<file path="config.mk">
export PLATFORM = sky130hd
export DESIGN_NAME = run_seq_gen
export DESIGN_NICKNAME = d
export VERILOG_FILES = /design/src/rtl/run_seq_gen.sv
export SDC_FILE = /design/constraint.sdc
export NUM_CORES = 1
export LEC_CHECK = 0
export CORE_AREA = 3 3 40 42
export CTS_CLUSTER_SIZE = 10
export DETAILED_ROUTE_END_ITERATION = 7
export DIE_AREA = 0 0 43 45
export HOLD_SLACK_MARGIN = 0.1
export PLACE_DENSITY = 0.69
export SLEW_MARGIN = 20
export SYNTH_ARGS = -nofsm -noshare
export SYNTH_HDL_FRONTEND = slang
export SYNTH_SLANG_ARGS = --single-unit
</file>
<file path="constraint.sdc">
create_clock -name clk -period 3.5 [get_ports clk]
set_input_delay 1.05 -clock clk [delete_from_list [all_inputs] [get_ports clk]]
set_output_delay 1.05 -clock clk [all_outputs]
set_load 0.05 [all_outputs]
</file>
<file path="src/rtl/run_seq_gen.sv">
// Serial run-length stimulus generator: turns (bit, length) commands into a bit
// stream on x, with the expected three-in-a-row detector output alongside each bit.
module run_seq_gen #(
  parameter int unsigned LEN_W = 4
) (
  input  logic             clk,
  input  logic             reset,
  input  logic             in_valid,
  output logic             in_ready,
  input  logic             in_bit,
  input  logic [LEN_W-1:0] in_len,
  output logic             x,
  output logic             x_valid,
  output logic             y_exp,
  output logic             busy
);

  localparam int unsigned STREAK_W = 2;
  localparam logic [STREAK_W-1:0] STREAK_MAX = STREAK_W'(3);

  typedef enum logic {
    IDLE = 1'b0,
    SEND = 1'b1
  } state_t;

  state_t              state_q;
  logic                cur_bit_q;
  logic [LEN_W-1:0]    remaining_q;
  logic [STREAK_W-1:0] streak_q;
  logic                x_q;
  logic                x_valid_q;
  logic                y_exp_q;

  logic                accept_d;
  logic                load_d;
  logic                emit_bit_d;
  logic [STREAK_W-1:0] streak_d;
  logic [LEN_W-1:0]    remaining_d;

  // Ready while idle, or on the last bit of a run so the next command follows without a bubble.
  assign in_ready = !reset && ((state_q == IDLE) ||
                               ((state_q == SEND) && (remaining_q == LEN_W'(1))));

  // Streak of the bit about to be driven; continues only across contiguous equal valid bits.
  always_comb begin
    accept_d    = in_valid && in_ready;
    load_d      = accept_d && (in_len != '0);
    emit_bit_d  = load_d ? in_bit : cur_bit_q;
    remaining_d = remaining_q - LEN_W'(1);
    streak_d    = STREAK_W'(1);
    if (x_valid_q && (x_q == emit_bit_d)) begin
      streak_d = (streak_q == STREAK_MAX) ? STREAK_MAX : streak_q + STREAK_W'(1);
    end
  end

  always_ff @(posedge clk or posedge reset) begin
    if (reset) begin
      state_q     <= IDLE;
      cur_bit_q   <= 1'b0;
      remaining_q <= '0;
      streak_q    <= '0;
      x_q         <= 1'b0;
      x_valid_q   <= 1'b0;
      y_exp_q     <= 1'b0;
    end else if (load_d) begin
      state_q     <= SEND;
      cur_bit_q   <= in_bit;
      remaining_q <= in_len;
      streak_q    <= streak_d;
      x_q         <= in_bit;
      x_valid_q   <= 1'b1;
      y_exp_q     <= (streak_d == STREAK_MAX);
    end else if (state_q == SEND) begin
      remaining_q <= remaining_d;
      if (remaining_q <= LEN_W'(1)) begin
        // Last bit done (a zero-length command taken here just ends the run).
        state_q   <= IDLE;
        streak_q  <= '0;
        x_valid_q <= 1'b0;
        y_exp_q   <= 1'b0;
      end else begin
        streak_q  <= streak_d;
        x_q       <= cur_bit_q;
        x_valid_q <= 1'b1;
        y_exp_q   <= (streak_d == STREAK_MAX);
      end
    end else begin
      streak_q  <= '0;
      x_valid_q <= 1'b0;
      y_exp_q   <= 1'b0;
    end
  end

  assign x       = x_q;
  assign x_valid = x_valid_q;
  assign y_exp   = y_exp_q;
  assign busy    = (state_q == SEND);

endmodule

</file>
Yosys cells after proc, flatten, opt, wreduce, memory -nomap -nowiden --
Cells that the tools add are included.
Storage, ports and cells: bits of input ports 8, output and inout port bits 5, word-level logic and storage cells 42, register bits 10
Operators by class: $add $sub $neg 2, eq/ne operators 5, bitwise operators 1, order comparisons 1, multiplexer cells 17, reduce and logical (&&, ||, !) cells 10
Operators with widths (number):
- $mux 1 | 10
- $mux 2 | 5
- $mux 4 | 2
- $logic_and 1x1->1 | 5
- $eq 2x2->1 const B | 2
- $eq 4x1->1 const B | 1
- $le 4x1->1 const B | 1
- $reduce_bool 4->1 | 1
- $sub 4x1->4 const B | 1
- $add 2x1->2 const B | 1
- $ne 2x2->1 const B | 1
- $reduce_and 2->1 | 1
- $reduce_bool 2->1 | 1
- $eq 1x1->1 | 1
- $logic_not 1->1 | 1
- $logic_or 1x1->1 | 1
- $not 1->1 | 1

Longest topological paths before layout --
Gate-level depths: netlist of run 1.
depth in word-level cells 14, mapped depth 7, depth with buffers taken out 6

Worst setup path after synthesis of run 1 --
No wires, ideal clock.
path kind input -> output, from input port reset, to output port in_ready, arrival time 1.810 ns, cell stages on the path 1, setup slack 0.640 ns, buffers on the path 0, path through a21oi_1
Between the ends: longest elaborated chain between the ends 2
RTL lines:
- start: declaration | line 7 | input logic reset,
- $logic_not 1->1 (no source line)
- $logic_and 1x1->1 | line 41 | assign in_ready = !reset && ((state_q == IDLE) ||
- end: declaration | line 9 | output logic in_ready,
No other way between the ends.

Worst setup path in the final report of run 1 --
Same ends and word-level chain as after synthesis.

==> results of run 1 <==
## worst min-delay path: cells and delay by family, from the launching register on
family | cells | cell delay [ps]
flops | 1 | 360
compound gates | 1 | 80
simple gates | 1 | 80
## layout make-up
class                   instances  area, um^2  area share
flip-flops and latches         10         250       0.350
clock buffers                   3        22.5      0.0315
well taps                      15        18.8      0.0263
inverters                       4        15.0      0.0210
multi-input cells              35         270       0.378
repair buffers                 13         138       0.193
## cell usage in the layout, fill, tap and decap left out, drive strengths merged, types with 2 or more instances in the layout
master	synthesis	final
o21ai	4	4
xor2	2	2
buf	3	2
xnor2	2	2
nand2	5	5
dfrtp	10	10
mux2	5	5
inv	4	4
nor2	3	3
clkbuf	0	3
a21oi	3	3
ha	2	2
clkdlybuf4s50	0	11
## cell families after synthesis
group	Yosys count	synth area share
fa+ha+maj	2	0.0447
mux	5	0.114
flops	10	0.447
buf+inv	7	0.0693
simple gates	13	0.125
xor+xnor	4	0.0627
compound gates	11	0.136
## cell usage after synthesis, drive strengths merged
| master | n |
|---|---|
| o21ba | 1 |
| o21ai | 4 |
| and3 | 1 |
| o41ai | 1 |
| nand2b | 1 |
| xnor2 | 2 |
| a211oi | 1 |
| a21oi | 3 |
| xor2 | 2 |
| ha | 2 |
| nor2 | 3 |
| buf | 3 |
| or3b | 1 |
| nor3b | 1 |
| o22ai | 1 |
| nor4b | 1 |
| inv | 4 |
| dfrtp | 10 |
| nand2 | 5 |
| mux2 | 5 |
## where the power goes
| part | switching (mW) | internal [mW] |
|---|---|---|
| Clock | 0.0383 | 0.0397 |
| Combinational | 0.191 | 0.188 |
| Sequential | 0.0675 | 0.173 |
| Total | 0.297 | 0.401 |
## through the flow
step	setup slack, ps	power, mW	instance area, um^2	hold WS, ps
finish	516	0.698	714	546
global route	503	0.754	714	562
CTS	513	0.710	714	550
detailed placement	513	0.627	692	540
global placement	512	0.620	692	536
floorplan	640	0.527	559	497
## routing by layer
layer / vias to the layer above / GRT usage / part of all wire
met4: 0 / 0.0904 / 0.025
met2: 11 / 0.213 / 0.46
met3: 5 / 0.0637 / 0.066
li1: 204 / - / -
met1: 188 / 0.145 / 0.44
met5: - / 0 / 0
## worst max-delay path by stage
stage | start | endpoint | slack [ps]
final | reset | in_ready | 520
after global routing | reset | in_ready | 500
after CTS | reset | in_ready | 510
after detailed placement | reset | in_ready | 510
after global placement | reset | in_ready | 510
after floorplan | reset | in_ready | 640
## sequential cells by signal, indices dropped and copies added, names as in the netlist
name and cells:
cur_bit_q 1, x_valid 1, streak_q 2, remaining_q 4, x 1, y_exp 1
==> summary.md, run 1 <==
| Metric | Value |
|---|---|
| Sequential cell area fraction in the yosys report | 0.447 |
| Number of global-route vias before repair | about 420 |
| Hold Fails Final Rpt | 0 |
| Unrepaired setup endpoints after global routing | no |
| Worst Setup Path Type | primary input to primary output |
| DRT Pass-1 Iters | 4 |
| Startpoint types | primary input |
| R2R depth | 6 |
| Core Footprint | roughly 1300 um^2 |
| Die height | ~45 um |
| Crit end category | primary output |
| Max Clock Skew | around 2.7 ps |
| R2R setup slack | 1360 ps |
| TritonCTS Buffers | 3 |
| Critical R2R Launch | remaining_q[1] |
| Delay-heaviest family, CP | buffers and inverters |
| Die ar. | 1940 um^2 |
| Area leader, netlist | dfrtp_1 |
| Power Density | 977 nW/um^2 |
| Routability congestion estimate | 0.693 |
| Die width | around 43 um |
| Post CTS Setup Buffer Count | 0 |
| Slew headroom | 0.668 |
| Worst R2R End | x |
| ANT cells | 0 |
| Initial antenna violation count | 0 |
| Clock Latency Late Sink | between 200 and 300 ps |
| Net Count, Synth | 62 |
| Worst Path Max Fanout | 3 |
| Worst path depth | 3 |
| Post-synth top area share | 0.447 |
| Lkg Pwr | approximately 0.31 nW |
| Worst Hold Path EP | streak_q[1] |
| Reg clk slew, reported paths | around 60 ps |
| Post-synthesis cell area | 559 um^2 |
| Global-route wire length before repair | 1.82 mm |
| Post-CTS Resized | 0 |
| Placed cells | 77 |
| Hold depth | 2 |
| Post-layout util | 0.556 |
| Status | finished clean |
| I/O pin count | 13 |
| Clock root cell | clkbuf_4 |
| Max clock buf depth | 2 |
| Final WL | about 1.1 mm |
| Top post-synthesis cells by area | dfrtp_1 45%, mux2_2 6.0%, mux2_4 5.4% |
| WP data required | around 2500 ps |
| Hold path startpoint | streak_q[0] |
| Share of layout cells above drive strength 1 | 0.200 |
| Final Max Tran Viols | 0 |
| CTS tree | done |
| Max-cap viol count | 0 |
| Starting Density | 0.435 |
| Hold Path Class | register to register |
| Post-Synthesis Cells | between 50 and 60 |
| Setup violators final | 0 |
| Crit path DAT | between 1500 and 2000 ps |
| Largest stage delay, worst path | 460 ps |
| Final Cycle Share | 0.853 |
| Yosys Warn Count | 0 |
| Detail Route Antenna Nets | 0 |
| Cells along the critical path | clkdlybuf4s50_1, a21oi_1, buf_12 |
| # rows | 13 |
| GRT Util Overall | 0.135 |
| Synth Area per Inst | approximately 11 um^2 |
| Post-CTS Hold Buffers | 0 |
| H-tree Lvls | 1 |
| Max frequency | around 340 MHz |
| Critical path buffers and inverters | 2 |
| Sink Count | 10 |
| Post-Route Setup TNS | 0 ps |
| Wire length per cell | about 13 um |
| Fin nets | 77 |
| Largest net degree at the start of global routing | 13 |
| Tmin final | just under 3000 ps |
| # DRC | 0 |
| Post-Layout Cell Count | 80 |
| Max IR drop VDD | about 0.00047 V |
| Syn-to-layout area delta | 27.7% |
| Register bit total from synthesis | 10 |
| Vias | 408 |
| Netlist cell types | 24 |
| DP HPWL | ~810 um |
| Worst-Margin Slew | 496 ps |
| Port bufs | 12 |
| Vias per inst | 5.10 |
| Fill count | between 100 and 150 |
| Gr ovfl total | 0 |
| Critical Path Slowest Stage Cell | clkdlybuf4s50_1 |
| 1st-iter DRT viols | 9 |
Note: power is estimated with default switching activity, not from simulation.
==> inputs of run 2 (changes only) <==
TNS_END_PERCENT = 20   (was not set)
==> results of run 2 <==
Final layout, timing and power as in run 1 (identical DEF).
==> RTL change, RTL diff (flow settings as in run 2) <==
`LEN_W`: 4 -> 2.
--- a/src/rtl/run_seq_gen.sv
+++ b/src/rtl/run_seq_gen.sv
@@ -3,3 +3,3 @@
 module run_seq_gen #(
-  parameter int unsigned LEN_W = 4
+  parameter int unsigned LEN_W = 2
 ) (
Ports: changed (resized in_len); port bits go from 13 to 11. No check against the original RTL was run, so the function may have changed too.
==> RTL change against run 2 <==
Routed wire length fell by 16%. Die area stayed put. Global-route usage shrank 2.2 points. Critical endpoint unchanged. Sequential cell count down 2. Largest power group unchanged. Hold slack got worse by 18 ps. First-iteration DRC count shrank 44%. Critical path depth stayed put. Sequential power shrank 33%. Power down 36%. Worst setup slack better by 73 ps. Synthesized area decreased by 14%. Cell area fell by 13%.
==> RTL change: results (changes against run 2) <==
stage	metric	value	unit	change
status	status	completed		
placement	port_buffers	10		-2
drt	routedWlPerCell	12.0	microns	-9.9%
setup_path	slowest_delay	420	ps	-40 ps
placement	dp_hpwl	744	microns	-7.7%
pwr	p_leak	0.250	nW	-20%
global_routing	groute.usage.overall	11.3	%	-2.2 points
pwr	ir_drop	307	uV	-35%
global_routing	grt_pass1_vias	362		-13%
clocking	clock_latency	250	ps	-20 ps
sta	relSlewSlack	67.3	%	+0.44 points
sta	skew	1.77	ps	-0.941 ps
yosys	synth_area_leaders	dfrtp_1 (41%), nand2_1 (6.2%), nor2_1 (4.7%)		
cells_and_area	fin_nets	69		-10%
cells_and_area	reg_top3	remaining_q: 2 flops, streak_q: 2 flops		
cells_and_area	fill_cells	127		+5.8%
yosys	yosysUniqueCellTypes	23		-4.2%
clocking	cts_setup_buffers	0		unchanged
global_routing	grt_max_degree	11		-2
yosys	synth_common_cells	dfrtp_1 (8), nand2_1 (8), nor2_1 (6)		
drt	routed_via_density	5.27		+3.3%
yosys	yosysSeqAreaShare	41.5	%	-3.3 points
yosys	syn_nets	55		-11%
placement	place_congestion	0.733		+5.8%
drt	drtIter0Drc	5		-4
global_routing	grt_pass1_wl	1.56	mm	-14%
setup_path	crit_fanout	2		-1
==> RTL change: area by class of cell <==
class | instances | share of cell area [%]
timing repair buffer | 11 | 18.9
inverter | 2 | 1.20
multi-input combinational | 36 | 41.2
clock buffer | 3 | 3.61
sequential | 8 | 32.1
tap | 15 | 3.01
==> RTL change: metal layers <==
layer	wire length [microns]	vias to the layer above	track usage, %	part of all wire [%]
met1	380	184	12.8	42
met2	459	11	19.5	51
met4	8	0	5.42	0.89
li1	-	198	-	-
met3	55	2	3.59	6.1
met5	0	-	0	0
==> RTL change: logic make-up (layout without fill, tap and decap cells) <==
group | Yosys count | after routing | share of synthesized area, %
AOI/OAI and AO/OA | 9 | 9 | 13.2
muxes | 1 | 1 | 2.07
DFF | 8 | 8 | 41.5
xor gates and xnor gates | 1 | 1 | 1.81
adders and majority gates | 1 | 1 | 2.59
buffers and inverters | 4 | 16 | 5.44
and+or+nand+nor | 24 | 24 | 33.4
==> RTL change: worst paths after layout <==
kind                                                 start               endpoint  slack, ps  cells past startpoint
worst max-delay path                                 reset               in_ready        590                      3
worst min-delay path                 streak_q[1]$_DFF_PP0_        y_exp$_DFF_PP0_        530                      2
worst max register to register  remaining_q[1]$_DFFE_PP0P_  streak_q[1]$_DFF_PP0_       2040                      6
worst min register to register       streak_q[1]$_DFF_PP0_        y_exp$_DFF_PP0_        530                      2
max in group asynchronous                            reset      x_valid$_DFF_PP0_       2020                      3
min in group asynchronous                            reset    cur_bit_q$_DFF_PP0_       1240                      3
==> RTL change: power by group <==
group	switching (mW)	internal (mW)	total (mW)
registers	0.0395	0.122	0.161
logic	0.119	0.0913	0.210
clock network	0.0336	0.0394	0.0730
==> RTL change: through the flow <==
stage	hold WS [ps]	cells	instance area [sq um]	setup WS, ps
2_1_floorplan	489	48	483	746
3_3_place_gp	514	72	601	629
3_5_place_dp	528	72	601	586
4_1_cts	530	75	623	580
5_1_grt	568	75	623	562
6_report	528	75	623	589
==> RTL change: critical path, delay by kind of cell <==
family / cells / cell delay (ps)
buffers and inverters: 2 / 590
and+or+nand+nor: 1 / 220
